===== src/rtl/ternary_pkg.sv =====
// Purpose: shared trit encodings and per-trit arithmetic helpers for the ternary datapath.
// Latency: n/a (types and pure functions only).
// Backpressure: n/a.
// Trit encoding is 2 bits per trit: 00 = 0, 01 = +1, 10 = -1, 11 = illegal.
package ternary_pkg;

  localparam logic [1:0] T_ZERO = 2'b00;
  localparam logic [1:0] T_POS  = 2'b01;
  localparam logic [1:0] T_NEG  = 2'b10;
  localparam logic [1:0] T_ILL  = 2'b11;

  // Negation in balanced ternary is a swap of the two code bits; 00 maps to itself.
  function automatic logic [1:0] tritNeg(input logic [1:0] t);
    return {t[0], t[1]};
  endfunction

  // The illegal code is read as zero; the caller flags it separately.
  function automatic logic [1:0] tritClean(input logic [1:0] t);
    return (t == T_ILL) ? T_ZERO : t;
  endfunction

  function automatic logic signed [2:0] tritVal(input logic [1:0] t);
    case (t)
      T_POS:   return 3'sd1;
      T_NEG:   return -3'sd1;
      default: return 3'sd0;
    endcase
  endfunction

  function automatic logic [1:0] tritEnc(input logic signed [2:0] v);
    if (v > 3'sd0) return T_POS;
    if (v < 3'sd0) return T_NEG;
    return T_ZERO;
  endfunction

  // Returns {carry, digit}. The raw sum spans -3..+3; anything outside -1..+1
  // is folded back by +/-3 with the matching carry.
  function automatic logic [3:0] tritFullAdd(input logic [1:0] a, input logic [1:0] b,
                                             input logic [1:0] c);
    logic signed [2:0] t;
    logic signed [2:0] d;
    logic [1:0]        carry;
    t = tritVal(a) + tritVal(b) + tritVal(c);
    if (t > 3'sd1) begin
      d     = t - 3'sd3;
      carry = T_POS;
    end else if (t < -3'sd1) begin
      d     = t + 3'sd3;
      carry = T_NEG;
    end else begin
      d     = t;
      carry = T_ZERO;
    end
    return {carry, tritEnc(d)};
  endfunction

endpackage


===== src/rtl/ternary_chunk_adder.sv =====
// Purpose: C-trit balanced-ternary ripple adder, one pipeline chunk.
// Latency: combinational.
// Backpressure: none (pure logic).
// Ports: a, b (2*C bits, legal trits only), cIn (carry trit) -> s (2*C bits), cOut (carry trit).
module ternary_chunk_adder
  import ternary_pkg::*;
#(
  parameter int C = 4
) (
  input  logic [2*C-1:0] a,
  input  logic [2*C-1:0] b,
  input  logic [1:0]     cIn,
  output logic [2*C-1:0] s,
  output logic [1:0]     cOut
);

  logic [1:0] carry;
  logic [3:0] r;

  always_comb begin
    carry = cIn;
    r     = '0;
    s     = '0;
    for (int i = 0; i < C; i++) begin
      r            = tritFullAdd(a[2*i +: 2], b[2*i +: 2], carry);
      s[2*i +: 2]  = r[1:0];
      carry        = r[3:2];
    end
    cOut = carry;
  end

endmodule


===== src/rtl/ternary_pipe_adder.sv =====
// Purpose: pipelined N-trit balanced-ternary add/subtract, one N/STAGES-trit chunk per stage.
// Latency: STAGES cycles from acceptance to outValid; one result per cycle.
// Backpressure: global stall; every stage holds while outValid & ~outReady (inReady = advance).
// Ports: clk, resetN (async active-low); inValid/inReady with a, b, cIn, sub;
//        outValid/outReady with s, cOut, zero, sign, err. N must be a multiple of STAGES.
module ternary_pipe_adder
  import ternary_pkg::*;
#(
  parameter int N      = 8,
  parameter int STAGES = 2
) (
  input  logic           clk,
  input  logic           resetN,
  input  logic           inValid,
  output logic           inReady,
  input  logic [2*N-1:0] a,
  input  logic [2*N-1:0] b,
  input  logic [1:0]     cIn,
  input  logic           sub,
  output logic           outValid,
  input  logic           outReady,
  output logic [2*N-1:0] s,
  output logic [1:0]     cOut,
  output logic           zero,
  output logic [1:0]     sign,
  output logic           err
);

  localparam int W  = 2 * N;
  localparam int C  = N / STAGES;
  localparam int CW = 2 * C;

  logic adv;

  // The pipeline never collapses bubbles: it moves as a whole or not at all.
  assign adv     = ~outValid | outReady;
  assign inReady = adv;

  // Operand conditioning: illegal trits become zero, b is negated for subtract.
  logic [W-1:0] aClean;
  logic [W-1:0] bClean;
  logic [1:0]   cInClean;
  logic         inErr;

  assign cInClean = tritClean(cIn);

  always_comb begin
    aClean = '0;
    bClean = '0;
    inErr  = (cIn == T_ILL);
    for (int i = 0; i < N; i++) begin
      aClean[2*i +: 2] = tritClean(a[2*i +: 2]);
      bClean[2*i +: 2] = sub ? tritNeg(tritClean(b[2*i +: 2])) : tritClean(b[2*i +: 2]);
      inErr            = inErr | (a[2*i +: 2] == T_ILL) | (b[2*i +: 2] == T_ILL);
    end
  end

  for (genvar k = 0; k < STAGES; k++) begin : gStage
    // Operands shrink as they move: stage k still needs trits k*C and above,
    // always presented with its own chunk at the bottom.
    localparam int WI = W - k * CW;

    logic [WI-1:0] aIn;
    logic [WI-1:0] bIn;
    logic [W-1:0]  sumIn;
    logic [W-1:0]  sumNext;
    logic [W-1:0]  sumQ;
    logic [1:0]    carryIn;
    logic [1:0]    carryQ;
    logic [1:0]    chunkCarry;
    logic [CW-1:0] chunkSum;
    logic          vldIn;
    logic          errIn;
    logic          vldQ;
    logic          errQ;

    if (k == 0) begin : gHead
      assign aIn     = aClean;
      assign bIn     = bClean;
      assign carryIn = cInClean;
      assign vldIn   = inValid;
      assign errIn   = inErr;
      assign sumIn   = '0;
    end else begin : gBody
      assign aIn     = gStage[k-1].gSkew.aQ;
      assign bIn     = gStage[k-1].gSkew.bQ;
      assign carryIn = gStage[k-1].carryQ;
      assign vldIn   = gStage[k-1].vldQ;
      assign errIn   = gStage[k-1].errQ;
      assign sumIn   = gStage[k-1].sumQ;
    end

    ternary_chunk_adder #(.C(C)) uChunk (
      .a    (aIn[CW-1:0]),
      .b    (bIn[CW-1:0]),
      .cIn  (carryIn),
      .s    (chunkSum),
      .cOut (chunkCarry)
    );

    // Lower result trits pass through untouched; this stage fills in its own chunk.
    always_comb begin
      sumNext               = sumIn;
      sumNext[k*CW +: CW]   = chunkSum;
    end

    always_ff @(posedge clk or negedge resetN) begin
      if (!resetN) begin
        vldQ   <= 1'b0;
        errQ   <= 1'b0;
        carryQ <= T_ZERO;
        sumQ   <= '0;
      end else if (adv) begin
        vldQ   <= vldIn;
        errQ   <= errIn;
        carryQ <= chunkCarry;
        sumQ   <= sumNext;
      end
    end

    if (k < STAGES - 1) begin : gSkew
      logic [WI-CW-1:0] aQ;
      logic [WI-CW-1:0] bQ;

      always_ff @(posedge clk or negedge resetN) begin
        if (!resetN) begin
          aQ <= '0;
          bQ <= '0;
        end else if (adv) begin
          aQ <= aIn[WI-1:CW];
          bQ <= bIn[WI-1:CW];
        end
      end
    end
  end

  // Result flags are derived from the complete sum as it enters the output register.
  logic [W-1:0] finalSum;
  logic [1:0]   signNext;
  logic         zeroNext;
  logic         zeroQ;
  logic [1:0]   signQ;

  assign finalSum = gStage[STAGES-1].sumNext;
  assign zeroNext = (finalSum == '0);

  // Scanning upward leaves the most significant nonzero trit in signNext.
  always_comb begin
    signNext = T_ZERO;
    for (int i = 0; i < N; i++) begin
      if (finalSum[2*i +: 2] != T_ZERO) signNext = finalSum[2*i +: 2];
    end
  end

  always_ff @(posedge clk or negedge resetN) begin
    if (!resetN) begin
      zeroQ <= 1'b1;
      signQ <= T_ZERO;
    end else if (adv) begin
      zeroQ <= zeroNext;
      signQ <= signNext;
    end
  end

  assign outValid = gStage[STAGES-1].vldQ;
  assign s        = gStage[STAGES-1].sumQ;
  assign cOut     = gStage[STAGES-1].carryQ;
  assign err      = gStage[STAGES-1].errQ;
  assign zero     = zeroQ;
  assign sign     = signQ;

endmodule

===== config.mk =====
export PLATFORM = sky130hd
export DESIGN_NAME = ternary_pipe_adder
export DESIGN_NICKNAME = d
export VERILOG_FILES = /design/src/rtl/ternary_pkg.sv /design/src/rtl/ternary_chunk_adder.sv /design/src/rtl/ternary_pipe_adder.sv
export SDC_FILE = /design/constraint.sdc
export NUM_CORES = 1
export LEC_CHECK = 0
export BUFFER_PORTS_ARGS = -buffer_cell sky130_fd_sc_hd__buf_2
export CAP_MARGIN = 20
export CORE_ASPECT_RATIO = 1.25
export CORE_MARGIN = 8
export CORE_UTILIZATION = 50
export CTS_BUF_LIST = sky130_fd_sc_hd__clkbuf_8
export DETAILED_ROUTE_END_ITERATION = 10
export GPL_ROUTABILITY_DRIVEN = 0
export HOLD_SLACK_MARGIN = 0.08
export PLACE_DENSITY = 0.71
export REMOVE_ABC_BUFFERS = 1
export SYNTH_ARGS = -nofsm -noshare
export SYNTH_HDL_FRONTEND = slang
export SYNTH_HIERARCHICAL = 1
export SYNTH_SLANG_ARGS = --single-unit

===== constraint.sdc =====
create_clock -name clk -period 7.93 [get_ports clk]
set_clock_uncertainty 0.15 [all_clocks]
set_input_delay 0.3965 -clock clk [delete_from_list [all_inputs] [get_ports clk]]
set_output_delay 0.3965 -clock clk [all_outputs]
set_load 0.02 [all_outputs]

==> summary.md <==
| Metric | Value |
|---|---|
| Final Cycle Share | 0.916 |
| Status | finished, final reports clean |
| Post-CTS setup buffer count | 0 |
| Final wirelength | 9620 µm |
| Headroom to the max-slew limit | 0.283 |
| Overall Global Routing Usage | 0.167 |
| Min-Delay Path Class | in2reg |
| Setup violations, final | 0 |
| CTS tree | done |
| Max-Cap Viols | 0 |
| Filler instances | 839 |
| Post-synth EDFFs | 0 |
| FF-to-FF path depth | 27 |
| Width of the chip | 100 µm |
| FF-to-FF Start | gStage[0].gSkew.aQ[0]$_DFFE_PN0P_ |
| Cts repair resizes | 0 |
| WL/cell | 14.2 µm |
| Site row count | 38 |
| Pre-CTS setup slack | 0.396 ns |
| First-pass DRT Iterations | 4 |
| Number of placed I/O pins | 63 |
| Die ar. | 12100 µm² |
| Asr flop ratio synth | 1.00 |
| Crit path DAT | 7.32 ns |
| Setup WS post-layout | 0.670 ns |
| PortBufs | 62 |
| Vias | 3616 |
| CP Capture Point | sign[1]$_DFFE_PN0P_ |
| Synthesis Warnings | 6 |
| Total gr overflow | 0 |
| Clock Pin Slew Worst Setup and Hold Paths | 0.10 ns |
| Util after Layout | 0.576 |
| Area growth, synth to finish | 12.9% |
| Hold buffer count at CTS | 1 |
| Max clock buf depth | 2 |
| Critical path startpoint | gStage[0].gSkew.aQ[0]$_DFFE_PN0P_ |
| Initial Utilization | 0.510 |
| CP required | 7.99 ns |
| Critical path type | reg2reg |
| DRC viols | 0 |
| Root Buffer | clkbuf_8 |
| Worst R2R End | sign[1]$_DFFE_PN0P_ |
| Critical Path Sink Type | flop |
| DRT antenna net count | 0 |
| Max Slew Vio Count | 0 |
| Final net count | 661 |
| Mapped Avg Cell Area | 8.87 µm² |
| CP Launch Type | flop |
| Share of cells above drive strength 1 | 0.179 |
| Setup TNS | 0 ns |
| Htree depth | 2 |
| Global-route wire length before repair | 16500 µm |
| Most used DFF post-synth | dfrtp_1 |
| CTS buffer count | 5 |
| Slew @ Worst Pin | 1.06 ns |
| Largest net degree at the start of global routing | 56 |
| Fin. Hold Viols | 0 |
| CTS sink cnt | 51 |
| Most frequent CP cell | ha_1 |
| Via-to-Cell Ratio | 5.33 |
| Critical path depth | 27 |
| Vias in the first global route | 3624 |
| Core box area | 8650 µm² |
| Max frequency | 138 MHz |
| Post-synthesis sequential area ratio | 0.289 |
| Die outline height | 121 µm |
| Synth Register Bits | 51 |
| Synth area leaders | dfrtp_1 28%, ha_1 14%, nand2_1 8.5%, fa_1 7.3%, inv_1 6.4% |
| Yosys top cell area share | 0.283 |
| RSZ-0062 raised after global routing | false |
| Clock Latency Late Sink | 0.31 ns |
| Mapped Area | 4420 µm² |
| Initial antenna violation count | 0 |
| Post-Syn Instances | 498 |
| Worst R2R Setup Slack | 0.67 ns |
| Post-synthesis cell type count | 58 |
| Largest stage delay, worst path | 0.53 ns |
| CP max stage cell | fa_1 |
| DR iter-0 viols | 140 |
| Worst-path fanout max | 8 |
| Worst path buffer plus inverter count | 3 |
| Min Clock Period, post-route | 7.26 ns |
| HPWL Detailed | 7580 µm |
| Diode count | 0 |
| Top delay family on crit path | adder cells |
| Cell accounting for the most synthesized area | dfrtp_1 |
state kept, by name, indices dropped and copies added (netlist names):
signal and cells:
gStage.gSkew.bQ 8, gStage.sumQ 8, s 16, gStage.gSkew.aQ 8, cOut 2, zero 1
gStage.errQ 1, sign 2, err 1, gStage.carryQ 2, outValid 1, gStage.vldQ 1
per-layer routing:
layer / vias up / GRT usage / share of wire
met3: 9 / 0.0195 / 0.031
li1: 1791 / - / -
met1: 1754 / 0.191 / 0.41
met4: 0 / 0.0512 / 0.015
met5: - / 0 / 0
met2: 62 / 0.314 / 0.54
kinds of logic (layout without fill, tap and decap cells):
group,after synthesis,after routing,share of synthesized area
adder cells (fa/ha/maj),64,64,0.209
buffers and inverters,88,149,0.0799
XOR/XNOR,9,9,0.0507
multiplexers,11,11,0.0261
AND/OR/NAND/NOR,186,186,0.207
flip-flops,51,51,0.289
AO/OA/AOI/OAI,89,89,0.138
worst min path at each step:
stage | startpoint | to | slack [ns] | depth (start not counted)
2_1_floorplan | resetN | cOut[0]$_DFFE_PN0P_ | -0.05 | 0
3_3_place_gp | gStage[0].vldQ$_DFFE_PN0P_ | gStage[0].vldQ$_DFFE_PN0P_ | 0.29 | 2
3_5_place_dp | gStage[0].vldQ$_DFFE_PN0P_ | gStage[0].vldQ$_DFFE_PN0P_ | 0.30 | 2
4_1_cts | inValid | gStage[0].vldQ$_DFFE_PN0P_ | 0.12 | 3
5_1_grt | inValid | gStage[0].vldQ$_DFFE_PN0P_ | 0.16 | 3
6_report | inValid | gStage[0].vldQ$_DFFE_PN0P_ | 0.13 | 3
metrics by stage:
stage | instance area [µm²] | hold WS [ns] | std cells
finish | 4990 | 0.135 | 679
global route | 4990 | 0.158 | 679
CTS | 4970 | 0.123 | 678
detailed placement | 4820 | 0.297 | 669
global placement | 4820 | 0.291 | 669
floorplan | 4350 | -0.0491 | 486
cells in the mapped netlist, types with 4 or more instances:
cell / instances
o311ai_0: 5
inv_1: 75
nor3_1: 4
o21ai_0: 30
mux2i_1: 10
nand2_1: 100
xor3_2: 5
buf_2: 6
a21oi_1: 10
a31oi_1: 10
nor2_1: 20
fa_1: 16
nor2b_1: 13
dfrtp_1: 50
nand3_1: 5
or3b_2: 5
ha_1: 48
nand2b_1: 12
a32o_1: 4
nand3b_1: 15
worst reg2reg max path: stages (launching register included):
cell and delay [ns]:
dfrtp_1 0.36, inv_1 0.05, ha_1 0.21, fa_1 0.53, ha_1 0.22, xor3_2 0.48, o21ai_0 0.15, fa_1 0.53
inv_1 0.05, ha_1 0.20, xor3_2 0.45, o21ai_0 0.17, o21ai_0 0.18, fa_1 0.41, ha_1 0.21, xor3_2 0.39
o21ai_0 0.14, fa_1 0.52, inv_1 0.05, ha_1 0.35, ha_1 0.33, a21oi_1 0.13, nor2_1 0.06, a211oi_2 0.32
nor2b_1 0.09, nor3_1 0.15, o2bb2ai_1 0.09, a31o_2 0.21
area by class of cell:
type | instances | area (µm²) | area share
clock buffers | 5 | 68.8 | 0.0138
clock inverters | 3 | 71.3 | 0.0143
inverters | 76 | 285 | 0.0572
multi-input cells | 359 | 2790 | 0.559
flip-flops and latches | 51 | 1280 | 0.256
well taps | 120 | 150 | 0.0301
repair buffers | 65 | 348 | 0.0698
cell usage in the layout, fill, tap and decap left out, drive strengths merged, types with 5 or more instances in the layout:
master  instances
nor2           20
or3b            7
nand2         100
ha             48
clkbuf          5
nor2b          14
o21ai          31
a31oi          10
inv            77
nand2b         12
dfrtp          50
mux2i          10
nand3           5
a21oi          10
buf            64
nor3            5
nand3b         15
fa             16
xor3            7
o311ai          5
Power is left out: the tool's default activity adds up to more than one toggle a clock period on the data nets, which glitch-free logic cannot reach.
